`config.mk`:
```
export PLATFORM = sky130hd
export DESIGN_NAME = bf16_fma_arbiter
export DESIGN_NICKNAME = d
export VERILOG_FILES = /design/src/rtl/bf16_fma_arbiter_pkg.sv /design/src/rtl/bf16_fma_arbiter_rr_arbiter.sv /design/src/rtl/bf16_fma_arbiter.sv
export SDC_FILE = /design/constraint.sdc
export NUM_CORES = 1
export LEC_CHECK = 0
export ABC_AREA = 1
export BUFFER_PORTS_ARGS = -buffer_cell sky130_fd_sc_hd__buf_2
export CAP_MARGIN = 20
export CORE_AREA = 2 2 130 132
export CTS_BUF_LIST = sky130_fd_sc_hd__clkbuf_16
export CTS_CLUSTER_SIZE = 40
export DETAILED_ROUTE_END_ITERATION = 12
export DIE_AREA = 0 0 132 134
export GPL_TIMING_DRIVEN = 1
export PLACE_DENSITY = 0.76
export SLEW_MARGIN = 20
export SYNTH_ARGS = -nofsm -noshare
export SYNTH_HDL_FRONTEND = slang
export SYNTH_HIERARCHICAL = 1
export SYNTH_SLANG_ARGS = --single-unit
```
`constraint.sdc`:
```
create_clock -name clk -period 3.05 [get_ports clk]
set_input_delay 0.61 -clock clk [delete_from_list [all_inputs] [get_ports clk]]
set_output_delay 0.61 -clock clk [all_outputs]
set_load 0.05 [all_outputs]
```
`src/rtl/bf16_fma_arbiter_pkg.sv`:
```
// Shared types and constants for the bf16 FMA arbiter.
package bf16_arb_pkg;
   localparam int BF16_W = 16;
   localparam int OP_W   = 4;
   localparam int FLAG_W = 4;

   typedef enum logic [1:0] {RUN, DRAIN, HALTED} arb_state_e;

   // Operation code that also clears the issuing requester's sticky flags.
   localparam logic [OP_W-1:0] OP_CLR_STICKY = 4'hF;
endpackage

```
`src/rtl/bf16_fma_arbiter_rr_arbiter.sv`:
```
// Generic N-way round-robin arbiter. The grant is combinational on i_req;
// the pointer moves to the granted index whenever a grant is given, since
// the grant doubles as the ready/accept of the requester.
module rr_arbiter #(
   parameter  int N    = 4,
   localparam int ID_W = (N > 1) ? $clog2(N) : 1
) (
   input  logic            clk,
   input  logic            reset,
   input  logic [N-1:0]    i_req,
   input  logic            i_en,
   output logic [N-1:0]    o_gnt,
   output logic [ID_W-1:0] o_gnt_id,
   output logic            o_gnt_any
);
   logic [ID_W-1:0] r_ptr;
   logic [ID_W-1:0] w_idx;

   // Scan from pointer+1 (mod N) and grant the first active request.
   always_comb begin
      o_gnt     = '0;
      o_gnt_id  = '0;
      o_gnt_any = 1'b0;
      w_idx     = '0;
      for (int k = 0; k < N; k++) begin
         w_idx = ID_W'((int'(r_ptr) + 1 + k) % N);
         if (i_en && !o_gnt_any && i_req[w_idx]) begin
            o_gnt[w_idx] = 1'b1;
            o_gnt_id     = w_idx;
            o_gnt_any    = 1'b1;
         end
      end
   end

   // Pointer starts at N-1 so index 0 has first priority out of reset.
   always_ff @(posedge clk or posedge reset) begin
      if (reset)          r_ptr <= ID_W'(N - 1);
      else if (o_gnt_any) r_ptr <= o_gnt_id;
   end
endmodule

```
`src/rtl/bf16_fma_arbiter.sv`:
```
// Round-robin front end sharing one pipelined bf16_fma among N_REQ
// requesters. Requester ids ride a tag pipe alongside the FMA so each result
// is steered back to its issuer. Optional per-requester sticky flags are
// built when BF16_ARB_STICKY_FLAGS_EN is defined.
module bf16_fma_arbiter
   import bf16_arb_pkg::*;
#(
   parameter int N_REQ   = 4,
   parameter int FMA_LAT = 1
) (
   input  logic                    clk,
   input  logic                    reset,
   input  logic [N_REQ-1:0]        req_valid,
   output logic [N_REQ-1:0]        req_ready,
   input  logic [N_REQ*BF16_W-1:0] req_a,
   input  logic [N_REQ*BF16_W-1:0] req_b,
   input  logic [N_REQ*BF16_W-1:0] req_c,
   input  logic [N_REQ*OP_W-1:0]   req_op,
   output logic [N_REQ-1:0]        resp_valid,
   output logic [BF16_W-1:0]       resp_result,
   output logic [FLAG_W-1:0]       resp_fpcsr,
   input  logic                    quiesce,
   output logic                    idle,
   output logic                    fma_enable,
   output logic [BF16_W-1:0]       fma_operand_a,
   output logic [BF16_W-1:0]       fma_operand_b,
   output logic [BF16_W-1:0]       fma_operand_c,
   output logic [OP_W-1:0]         fma_operation,
   input  logic [BF16_W-1:0]       fma_result,
   input  logic [FLAG_W-1:0]       fma_fpcsr,
   output logic [N_REQ*FLAG_W-1:0] sticky_fpcsr
);
   localparam int ID_W  = $clog2(N_REQ);
   localparam int CNT_W = $clog2(FMA_LAT + 3);

   arb_state_e                  r_state;
   logic                        r_idle;
   logic                        r_fma_en;
   logic [BF16_W-1:0]           r_fma_a, r_fma_b, r_fma_c;
   logic [OP_W-1:0]             r_fma_op;
   logic [FMA_LAT:0]            r_tag_vld;
   logic [FMA_LAT:0][ID_W-1:0]  r_tag_id;
   logic [CNT_W-1:0]            r_inflight;

   logic                        w_en;
   logic [N_REQ-1:0]            w_gnt;
   logic [ID_W-1:0]             w_gid;
   logic                        w_hs;
   logic                        w_exit;

   // Grants are only offered while running and not being asked to quiesce,
   // so ready drops in the same cycle quiesce rises.
   assign w_en = (r_state == RUN) && !quiesce;

   rr_arbiter #(.N(N_REQ)) u_rr (
      .clk       (clk),
      .reset     (reset),
      .i_req     (req_valid),
      .i_en      (w_en),
      .o_gnt     (w_gnt),
      .o_gnt_id  (w_gid),
      .o_gnt_any (w_hs)
   );

   assign req_ready = w_gnt;
   assign w_exit    = r_tag_vld[FMA_LAT];

   // Capture the winner's operands; the registers hold when nothing issues.
   always_ff @(posedge clk or posedge reset) begin
      if (reset) begin
         r_fma_en <= 1'b0;
         r_fma_a  <= '0;
         r_fma_b  <= '0;
         r_fma_c  <= '0;
         r_fma_op <= '0;
      end else begin
         r_fma_en <= w_hs;
         if (w_hs) begin
            r_fma_a  <= req_a[int'(w_gid)*BF16_W +: BF16_W];
            r_fma_b  <= req_b[int'(w_gid)*BF16_W +: BF16_W];
            r_fma_c  <= req_c[int'(w_gid)*BF16_W +: BF16_W];
            r_fma_op <= req_op[int'(w_gid)*OP_W +: OP_W];
         end
      end
   end

   assign fma_enable    = r_fma_en;
   assign fma_operand_a = r_fma_a;
   assign fma_operand_b = r_fma_b;
   assign fma_operand_c = r_fma_c;
   assign fma_operation = r_fma_op;

   // Stage 0 lines up with fma_enable; the last stage with the FMA result.
   always_ff @(posedge clk or posedge reset) begin
      if (reset) begin
         r_tag_vld <= '0;
         r_tag_id  <= '0;
      end else begin
         r_tag_vld <= {r_tag_vld[FMA_LAT-1:0], w_hs};
         r_tag_id  <= {r_tag_id[FMA_LAT-1:0], w_gid};
      end
   end

   assign resp_valid  = w_exit ? (N_REQ'(1) << r_tag_id[FMA_LAT]) : '0;
   assign resp_result = fma_result;
   assign resp_fpcsr  = fma_fpcsr;

   // Count operations between handshake and tag-pipe exit.
   always_ff @(posedge clk or posedge reset) begin
      if (reset) begin
         r_inflight <= '0;
      end else begin
         case ({w_hs, w_exit})
            2'b10:   r_inflight <= r_inflight + 1'b1;
            2'b01:   r_inflight <= r_inflight - 1'b1;
            default: r_inflight <= r_inflight;
         endcase
      end
   end

   // Quiesce FSM; idle is registered and tracks entry to / exit from HALTED.
   always_ff @(posedge clk or posedge reset) begin
      if (reset) begin
         r_state <= RUN;
         r_idle  <= 1'b0;
      end else begin
         case (r_state)
            RUN: begin
               if (quiesce) r_state <= DRAIN;
            end
            DRAIN: begin
               if (r_inflight == '0) begin
                  r_state <= HALTED;
                  r_idle  <= 1'b1;
               end
            end
            HALTED: begin
               if (!quiesce) begin
                  r_state <= RUN;
                  r_idle  <= 1'b0;
               end
            end
            default: begin
               r_state <= RUN;
               r_idle  <= 1'b0;
            end
         endcase
      end
   end

   assign idle = r_idle;

`ifdef BF16_ARB_STICKY_FLAGS_EN
   logic [N_REQ-1:0][FLAG_W-1:0] r_sticky;

   // Accumulate returned flags; a clear-op handshake wins over a same-cycle
   // result for that requester.
   always_ff @(posedge clk or posedge reset) begin
      if (reset) begin
         r_sticky <= '0;
      end else begin
         for (int i = 0; i < N_REQ; i++) begin
            if (w_gnt[i] && (req_op[i*OP_W +: OP_W] == OP_CLR_STICKY))
               r_sticky[i] <= '0;
            else if (resp_valid[i])
               r_sticky[i] <= r_sticky[i] | fma_fpcsr;
         end
      end
   end

   assign sticky_fpcsr = r_sticky;
`else
   assign sticky_fpcsr = '0;
`endif
endmodule

```
==> results of run 1 <==
## what timing repair did
item	4_1_cts	5_1_grt
pin swaps	0	1
gates cloned	0	0
endpoints found under the setup margin	4	4
buffers inserted	0	5
hold buffers	0	0
resized for setup	4	6
endpoints found under the hold margin	0	0
## cell usage after synthesis
library cell and instances:
sky130_fd_sc_hd__nand2_2 7, sky130_fd_sc_hd__buf_1 5, sky130_fd_sc_hd__conb_1 1, sky130_fd_sc_hd__nand3_2 5, sky130_fd_sc_hd__nand4_1 1, sky130_fd_sc_hd__dfstp_2 2, sky130_fd_sc_hd__nor3_1 5, sky130_fd_sc_hd__buf_6 8
sky130_fd_sc_hd__ha_1 8, sky130_fd_sc_hd__xnor2_1 1, sky130_fd_sc_hd__inv_1 228, sky130_fd_sc_hd__nand2_1 450, sky130_fd_sc_hd__nand4_2 2, sky130_fd_sc_hd__clkbuf_1 9, sky130_fd_sc_hd__buf_2 21, sky130_fd_sc_hd__buf_4 38
sky130_fd_sc_hd__dfrtp_1 63, sky130_fd_sc_hd__nor2_1 14, sky130_fd_sc_hd__nand2_4 1, sky130_fd_sc_hd__nor2_4 2, sky130_fd_sc_hd__a21o_1 1, sky130_fd_sc_hd__xor2_1 1, sky130_fd_sc_hd__o21ai_1 5, sky130_fd_sc_hd__inv_2 5
sky130_fd_sc_hd__a21oi_1 2, sky130_fd_sc_hd__nand3_1 117, sky130_fd_sc_hd__o21ai_0 1
## layout make-up
class	count	area, sq um
fill	1759	8810
multi-input combinational	639	2760
sequential	65	1630
timing repair buffer	296	1630
inverter	233	876
tap	220	275
clock buffer	9	225
clock inverter	7	87.6
## cells by family after synthesis
group | share of synthesized area [%]
simple gates | 43.9
buf+inv | 24.6
flops | 28.5
compound gates | 0.832
fa+ha+maj | 1.75
xor+xnor | 0.306
other cells | 0.0656
## through the flow
step / setup WS, ns / util [%] / cells / cell area (sq um) / TNS [ns]
floorplan: 0.360 / - / 1018 / 5770 / 0
CTS: 0.0228 / 45.6 / 1464 / 7420 / 0
detailed placement: 0.261 / 43.6 / 1448 / 7100 / 0
global placement: 0.320 / 43.6 / 1448 / 7100 / 0
global route: -0.00449 / 45.9 / 1469 / 7480 / -0.0112
finish: 0.0891 / 45.9 / 1469 / 7480 / 0
## state kept, by name (all words and copies together), names as in the netlist, 4 cells and up
name,count
fma_operand_a,16
fma_operand_b,16
fma_operand_c,16
fma_operation,4
r_tag_id,4
## report_power, final
group,switching (mW),leakage (nW),internal [mW],total [mW]
registers,0.261,0.792,1.36,1.62
logic,4.85,4.12,2.02,6.86
clock network,0.384,0.156,0.708,1.09
total,5.49,5.06,4.08,9.57
## layer usage
layer / vias to the layer above / share of wire (%) / track usage (%) / wire length, microns
li1: 3325 / - / - / -
met1: 2780 / 41 / 21.2 / 6830
met2: 239 / 49 / 31.7 / 8210
met3: 34 / 7.3 / 4.31 / 1220
met4: 0 / 2.5 / 7.37 / 420
met5: - / 0 / 0 / 0
## path summary, 6_finish.rpt
kind | endpoint | slack (ns) | start | depth (start not counted)
max | req_ready[2] | 0.09 | u_rr/r_ptr[1]$_DFFE_PP1P_ | 11
min | u_rr/r_ptr[0]$_DFFE_PP1P_ | 0.31 | reset | 2
max reg2reg | fma_operation[0]$_DFFE_PP0P_ | 0.34 | u_rr/r_ptr[1]$_DFFE_PP1P_ | 17
min reg2reg | r_tag_id[2]$_DFF_PP0_ | 0.35 | r_tag_id[0]$_DFF_PP0_ | 0
max in group asynchronous | fma_operand_c[1]$_DFFE_PP0P_ | 1.99 | reset | 3
min in group clk | r_tag_id[2]$_DFF_PP0_ | 0.35 | r_tag_id[0]$_DFF_PP0_ | 0
==> metrics.txt, run 1 <==
# TYPE chip_impl_metric gauge
chip_impl_info{name="outcome",value="completed"} 1
chip_impl_metric{name="ctsLongestPathBuffers",unit=""} 2
chip_impl_info{name="yosys.area.top_type",value="sky130_fd_sc_hd__nand2_1"} 1
chip_impl_metric{name="initial_util",unit="%"} 35.1
chip_impl_metric{name="max_freq",unit="MHz"} 338
chip_impl_metric{name="ioPinCount",unit=""} 333
chip_impl_metric{name="power.density_cell_area",unit="nW/um^2"} 1280
chip_impl_info{name="cts_root_buf",value="sky130_fd_sc_hd__clkbuf_16"} 1
chip_impl_metric{name="grt_first_pass_wirelength",unit="microns"} 26200
chip_impl_metric{name="report.final.setup_viol",unit=""} 0
chip_impl_metric{name="power",unit="mW"} 9.57
chip_impl_info{name="path_delay_family",value="simple AND/OR/NAND/NOR gates"} 1
chip_impl_metric{name="drv_slew",unit=""} 0
chip_impl_metric{name="finalHoldWorstSlack",unit="ns"} 0.308
chip_impl_metric{name="synthesis.yosys.warnings",unit=""} 6
chip_impl_metric{name="detail-route-antenna-nets",unit=""} 0
chip_impl_metric{name="clock_skew",unit="ns"} 0.00958
chip_impl_info{name="path_common_cell",value="sky130_fd_sc_hd__nand2_1"} 1
chip_impl_metric{name="area_growth_syn_to_layout",unit="%"} 30.9
chip_impl_metric{name="num-nets-final",unit=""} 1487
chip_impl_info{name="highest_delay_cell_along_the_critical_path",value="sky130_fd_sc_hd__dfstp_2"} 1
chip_impl_metric{name="avgViaCountPerCell",unit=""} 4.34
chip_impl_metric{name="final_layout_size_suffix_gt1_share",unit="%"} 27.1
chip_impl_metric{name="die_area",unit="sq um"} 17700
chip_impl_metric{name="worst_slew_margin_rel",unit="%"} 51.3
chip_impl_metric{name="detail_route.wl_per_cell",unit="microns"} 11.4
chip_impl_metric{name="netlist_area",unit="sq um"} 5720
chip_impl_info{name="hp-class",value="input port to async pin"} 1
chip_impl_metric{name="fp.coreArea",unit="sq um"} 16300
chip_impl_metric{name="detail_route.first_pass.iterations",unit=""} 5
chip_impl_metric{name="period_share",unit="%"} 97.1
chip_impl_metric{name="numCtsBuffers",unit=""} 9
chip_impl_metric{name="largest_incremental_delay_on_the_critical_path",unit="ns"} 0.58
chip_impl_metric{name="clkSlewWorstSetupHoldPaths",unit="ns"} 0.06
chip_impl_metric{name="route.vias.total",unit=""} 6378
chip_impl_metric{name="place.gp.congestion",unit=""} 0.909
chip_impl_metric{name="synth.lib_cells_used.distinct",unit=""} 27
chip_impl_metric{name="irDropWorstVdd",unit="uV"} 739
chip_impl_metric{name="grt_max_degree",unit=""} 62
chip_impl_metric{name="buffer_ports.inserted",unit=""} 276
chip_impl_metric{name="groute.usage.overall",unit="%"} 18.1
chip_impl_metric{name="num_rows",unit=""} 47
chip_impl_metric{name="cap_viol_max_count",unit=""} 0
chip_impl_metric{name="synthDominantCellAreaShare",unit="%"} 29.5
chip_impl_metric{name="overflow",unit=""} 0
chip_impl_info{name="most_common_cell_after_layout_fill_and_taps_aside",value="sky130_fd_sc_hd__nand2_1"} 1
chip_impl_metric{name="die_width",unit="microns"} 132
chip_impl_metric{name="arrival",unit="ns"} 2.35
chip_impl_info{name="most-common-layout-cells",value="448 x sky130_fd_sc_hd__nand2_1, 272 x sky130_fd_sc_hd__buf_2, 228 x sky130_fd_sc_hd__inv_1"} 1
chip_impl_metric{name="route.detailed.drc",unit=""} 0
chip_impl_metric{name="place_hpwl",unit="microns"} 12700
chip_impl_info{name="timing.critical_path.from_type",value="flip-flop"} 1
chip_impl_metric{name="timing.critical_path.fanout_max",unit=""} 6
chip_impl_metric{name="post_synthesis_sequential_area_ratio",unit="%"} 28.5
chip_impl_metric{name="syn-instance-count",unit=""} 1003
chip_impl_metric{name="h-tree-depth",unit=""} 3
chip_impl_metric{name="dr.first_iter.drc_count",unit=""} 259
chip_impl_metric{name="antennaDiodeCount",unit=""} 0
chip_impl_info{name="post_synth_main_area_contributors",value="sky130_fd_sc_hd__nand2_1 30%, sky130_fd_sc_hd__dfrtp_1 28%, sky130_fd_sc_hd__inv_1 15%, sky130_fd_sc_hd__nand3_1 10%, sky130_fd_sc_hd__buf_4 5.0%"} 1
chip_impl_metric{name="chipHeight",unit="microns"} 134
chip_impl_metric{name="leakagePower",unit="nW"} 5.06
chip_impl_metric{name="cp_num_buf_inv",unit=""} 2
chip_impl_metric{name="syn_avg_cell_area",unit="sq um"} 5.70
chip_impl_metric{name="tightestPinTransition",unit="ns"} 0.729
chip_impl_metric{name="grt_pass1_vias",unit=""} 5804
chip_impl_metric{name="synth.ff_latch_count",unit=""} 65
chip_impl_info{name="cts_tree",value="yes"} 1
chip_impl_metric{name="grt_antenna_before_repair",unit=""} 0
chip_impl_info{name="critPathCaptureType",value="output port"} 1
chip_impl_metric{name="timing.critical_path.required",unit="ns"} 2.44
chip_impl_metric{name="clk_latency",unit="ns"} 0.33
chip_impl_metric{name="clock_tree_sinks",unit=""} 65
chip_impl_metric{name="drt_wl_total",unit="microns"} 16700
chip_impl_info{name="crit_path_cell_trace",value="inv_1 -> ha_2 -> nand3_2 -> nand2_4 -> nand2_2 -> nor2_4 -> nand2_1 -> o21ai_1 -> nor2_1 -> nand2_1 -> buf_4"} 1
chip_impl_info{name="timing_worst_setup_path_type",value="flip-flop to output port"} 1
chip_impl_metric{name="period_minus_slack",unit="ns"} 2.96
chip_impl_metric{name="report.final.hold_viol_count",unit=""} 0
Note: power is estimated with default switching activity, not from simulation.
==> run 2: changes to the inputs <==
Settings changed: ABC_AREA 1 to not set, CORE_AREA 2 2 130 132 to 2 2 128 130, CTS_CLUSTER_SIZE 40 to 25, DIE_AREA 0 0 132 134 to 0 0 130 132, PLACE_DENSITY 0.76 to 0.7.
Clock period 3.05 ns to 3.4 ns, I/O delays scaled along.
==> metrics.txt, run 2 <==
# TYPE chip_impl_metric gauge
chip_impl_info{name="critPathCaptureType",value="output port"} 1
chip_impl_metric{name="h-tree-depth",unit=""} 3
chip_impl_metric{name="placed_cell_area",unit="sq um"} 6050
chip_impl_info{name="worstReg2RegStart",value="u_rr/r_ptr[1]$_DFFE_PP1P_"} 1
chip_impl_info{name="synth-main-ff-cell",value="sky130_fd_sc_hd__dfrtp_1"} 1
chip_impl_info{name="most_common_cell_after_layout_fill_and_taps_aside",value="sky130_fd_sc_hd__buf_2"} 1
chip_impl_metric{name="power.density_cell_area",unit="nW/um^2"} 1040
chip_impl_metric{name="grt_antenna_before_repair",unit=""} 0
chip_impl_metric{name="timing.critical_path.required",unit="ns"} 2.72
chip_impl_metric{name="report.final.setup_viol",unit=""} 0
chip_impl_metric{name="num-nets-final",unit=""} 939
chip_impl_metric{name="post_synthesis_sequential_area_ratio",unit="%"} 35.2
chip_impl_info{name="yosys.area.top_type",value="sky130_fd_sc_hd__dfrtp_1"} 1
chip_impl_metric{name="clock_tree_sinks",unit=""} 65
chip_impl_info{name="crit_path_cell_trace",value="inv_1 -> ha_4 -> mux2_2 -> mux2i_2 -> buf_6 -> nand4_4 -> o2111ai_1 -> buf_4"} 1
chip_impl_info{name="cts_tree",value="yes"} 1
chip_impl_info{name="post_synth_main_area_contributors",value="sky130_fd_sc_hd__dfrtp_1 34%, sky130_fd_sc_hd__mux2i_1 23%, sky130_fd_sc_hd__a21o_1 8.4%, sky130_fd_sc_hd__o22ai_1 7.4%, sky130_fd_sc_hd__buf_4 6.0%"} 1
chip_impl_metric{name="leakagePower",unit="nW"} 3.52
chip_impl_metric{name="ioPinCount",unit=""} 333
chip_impl_metric{name="synthArstFlopShare",unit="%"} 100
chip_impl_metric{name="syn_avg_cell_area",unit="sq um"} 10.8
chip_impl_info{name="hp-class",value="flip-flop to flip-flop"} 1
chip_impl_metric{name="dr.first_iter.drc_count",unit=""} 109
chip_impl_info{name="outcome",value="completed"} 1
chip_impl_metric{name="n_fill_cell",unit=""} 1580
chip_impl_metric{name="area_growth_syn_to_layout",unit="%"} 38.1
chip_impl_metric{name="worst_slew_margin_rel",unit="%"} 54.7
chip_impl_metric{name="clk_latency",unit="ns"} 0.33
chip_impl_metric{name="final_layout_size_suffix_gt1_share",unit="%"} 49.1
chip_impl_metric{name="num_rows",unit=""} 46
chip_impl_info{name="highest_delay_cell_along_the_critical_path",value="sky130_fd_sc_hd__dfstp_2"} 1
chip_impl_metric{name="fp.coreArea",unit="sq um"} 15700
chip_impl_metric{name="post-route-cell-area",unit="sq um"} 6400
chip_impl_metric{name="cp_num_buf_inv",unit=""} 3
chip_impl_metric{name="tightestPinTransition",unit="ns"} 0.678
chip_impl_metric{name="hold-path-cell-count",unit=""} 0
chip_impl_metric{name="die_area",unit="sq um"} 17200
chip_impl_metric{name="report.final.hold_viol_count",unit=""} 0
chip_impl_metric{name="route.vias.total",unit=""} 4349
chip_impl_metric{name="groute.usage.overall",unit="%"} 14.8
chip_impl_metric{name="detail_route.wl_per_cell",unit="microns"} 14.6
chip_impl_metric{name="period_share",unit="%"} 97.6
chip_impl_metric{name="grt_first_pass_wirelength",unit="microns"} 20300
chip_impl_info{name="ys_top_cells_by_count",value="107 x sky130_fd_sc_hd__mux2i_1, 63 x sky130_fd_sc_hd__dfrtp_1, 55 x sky130_fd_sc_hd__o22ai_1"} 1
chip_impl_metric{name="cap_viol_max_count",unit=""} 0
chip_impl_metric{name="timing.critical_path.fanout_max",unit=""} 10
chip_impl_metric{name="synth.ff_latch_count",unit=""} 65
chip_impl_metric{name="drt_wl_total",unit="microns"} 13400
chip_impl_metric{name="chipHeight",unit="microns"} 132
chip_impl_metric{name="finalHoldWorstSlack",unit="ns"} 0.345
chip_impl_info{name="worst_r2r_endpoint",value="fma_operand_c[9]$_DFFE_PP0P_"} 1
chip_impl_metric{name="arrival",unit="ns"} 2.64
chip_impl_metric{name="grt_max_degree",unit=""} 46
chip_impl_metric{name="reg2reg_setup_slack",unit="ns"} 0.19
chip_impl_info{name="most-common-layout-cells",value="272 x sky130_fd_sc_hd__buf_2, 106 x sky130_fd_sc_hd__mux2i_1, 63 x sky130_fd_sc_hd__dfrtp_1"} 1
chip_impl_metric{name="synth.lib_cells_used.distinct",unit=""} 49
chip_impl_metric{name="detail_route.first_pass.iterations",unit=""} 4
chip_impl_info{name="whs_endpoint",value="r_tag_id[2]$_DFF_PP0_"} 1
chip_impl_metric{name="synthesis.yosys.warnings",unit=""} 6
chip_impl_info{name="yosysMostFrequentCell",value="sky130_fd_sc_hd__mux2i_1"} 1
chip_impl_info{name="timing.hold.worst.start",value="r_tag_id[0]$_DFF_PP0_"} 1
chip_impl_metric{name="drv_slew",unit=""} 0
chip_impl_metric{name="initial_util",unit="%"} 29.5
chip_impl_metric{name="synth_enable_flop_cells",unit=""} 0
chip_impl_metric{name="clkSlewWorstSetupHoldPaths",unit="ns"} 0.05
chip_impl_metric{name="largest_incremental_delay_on_the_critical_path",unit="ns"} 0.58
chip_impl_metric{name="grt_pass1_vias",unit=""} 4314
chip_impl_info{name="cts_root_buf",value="sky130_fd_sc_hd__clkbuf_16"} 1
chip_impl_metric{name="numCtsBuffers",unit=""} 9
chip_impl_metric{name="detail-route-antenna-nets",unit=""} 0
chip_impl_metric{name="overflow",unit=""} 0
chip_impl_metric{name="period_minus_slack",unit="ns"} 3.32
chip_impl_metric{name="irDropWorstVdd",unit="uV"} 626
chip_impl_metric{name="route.detailed.drc",unit=""} 0
chip_impl_info{name="timing_worst_setup_path_type",value="flip-flop to output port"} 1
chip_impl_metric{name="clock_skew",unit="ns"} 0.00958
chip_impl_metric{name="power",unit="mW"} 6.66
chip_impl_metric{name="place.gp.congestion",unit=""} 0.846
chip_impl_metric{name="antennaDiodeCount",unit=""} 0
chip_impl_metric{name="ctsLongestPathBuffers",unit=""} 2
chip_impl_metric{name="worstRegToRegCells",unit=""} 12
chip_impl_metric{name="netlist_area",unit="sq um"} 4630
chip_impl_info{name="timing.critical_path.from_type",value="flip-flop"} 1
chip_impl_metric{name="avgViaCountPerCell",unit=""} 4.74
chip_impl_metric{name="max_freq",unit="MHz"} 301
chip_impl_metric{name="synthDominantCellAreaShare",unit="%"} 34.0
chip_impl_metric{name="buffer_ports.inserted",unit=""} 276
chip_impl_metric{name="die_width",unit="microns"} 130
chip_impl_info{name="path_delay_family",value="flip-flops"} 1
chip_impl_metric{name="place_hpwl",unit="microns"} 10500
chip_impl_metric{name="syn-instance-count",unit=""} 430
run 2: how the worst max path moves through the flow:
stage                                   start                            end  cells after the start
global placement                      quiesce   fma_operand_b[4]$_DFFE_PP0P_                     12
global route        u_rr/r_ptr[1]$_DFFE_PP1P_                   req_ready[2]                      8
CTS                 u_rr/r_ptr[1]$_DFFE_PP1P_                   req_ready[1]                      8
floorplan           u_rr/r_ptr[0]$_DFFE_PP1P_                   req_ready[0]                      7
finish              u_rr/r_ptr[1]$_DFFE_PP1P_                   req_ready[2]                      8
detailed placement                    quiesce  fma_operand_c[11]$_DFFE_PP0P_                     12
run 2: kinds of logic (layout without fill, tap and decap cells):
| group | after synthesis | after routing | share of synthesized area (%) |
|---|---|---|---|
| compound gates | 126 | 126 | 19.4 |
| mux | 113 | 113 | 25.2 |
| buf+inv | 77 | 333 | 12.6 |
| flops | 65 | 65 | 35.2 |
| simple gates | 36 | 36 | 4.54 |
| fa+ha+maj | 8 | 8 | 2.16 |
| xor+xnor | 4 | 4 | 0.756 |
| other cells | 1 | 16 | 0.0810 |
run 2: power breakdown:
group	internal, mW	switching (mW)	total (mW)
clock network	0.476	0.317	0.793
registers	1.16	0.203	1.36
logic	1.75	2.76	4.51
run 2: cell type report:
| cell class | count | area (sq um) | share of cell area [%] |
|---|---|---|---|
| Inverter | 11 | 41.3 | 0.646 |
| Timing Repair Buffer | 306 | 1660 | 25.9 |
| Sequential cell | 65 | 1630 | 25.5 |
| Clock buffer | 9 | 225 | 3.52 |
| Tap cell | 216 | 270 | 4.23 |
| Multi-Input combinational cell | 303 | 2540 | 39.8 |
| Clock inverter | 7 | 28.8 | 0.450 |
run 2: per-stage QoR:
step / utilization [%] / setup TNS [ns] / instances / worst slack, ns
2_1_floorplan: - / -0.267 / 445 / -0.0668
3_3_place_gp: 38.5 / 0 / 898 / 0.110
3_5_place_dp: 38.5 / 0 / 898 / 0.0771
4_1_cts: 40.2 / 0 / 914 / 0.00630
5_1_grt: 40.7 / -0.0543 / 917 / -0.0355
6_report: 40.7 / 0 / 917 / 0.0814
run 2: repair_timing:
item                       4_1_cts  5_1_grt
hold buffers                     0        0
gates resized for setup          5       10
setup endpoints to repair        4       50
setup buffers                    0        3
run 2: worst register-to-register path, cell delays in order (launching register included):
cell and delay (ns):
sky130_fd_sc_hd__dfstp_2 0.58, sky130_fd_sc_hd__inv_1 0.13, sky130_fd_sc_hd__ha_4 0.32, sky130_fd_sc_hd__mux2_2 0.35, sky130_fd_sc_hd__mux2i_2 0.16, sky130_fd_sc_hd__buf_6 0.18
sky130_fd_sc_hd__nand4_4 0.14, sky130_fd_sc_hd__a22oi_2 0.24, sky130_fd_sc_hd__buf_4 0.31, sky130_fd_sc_hd__buf_12 0.21, sky130_fd_sc_hd__mux2i_1 0.20, sky130_fd_sc_hd__o22ai_1 0.10
sky130_fd_sc_hd__a21o_1 0.18
run 2: metal layers:
metal | vias to the layer above | GRT usage, % | share of wire [%]
li1 | 2098 | - | -
met2 | 202 | 26.9 | 51
met5 | - | 0 | 0
met4 | 0 | 5.50 | 1.7
met3 | 20 | 3.45 | 7.9
met1 | 2029 | 16.6 | 40
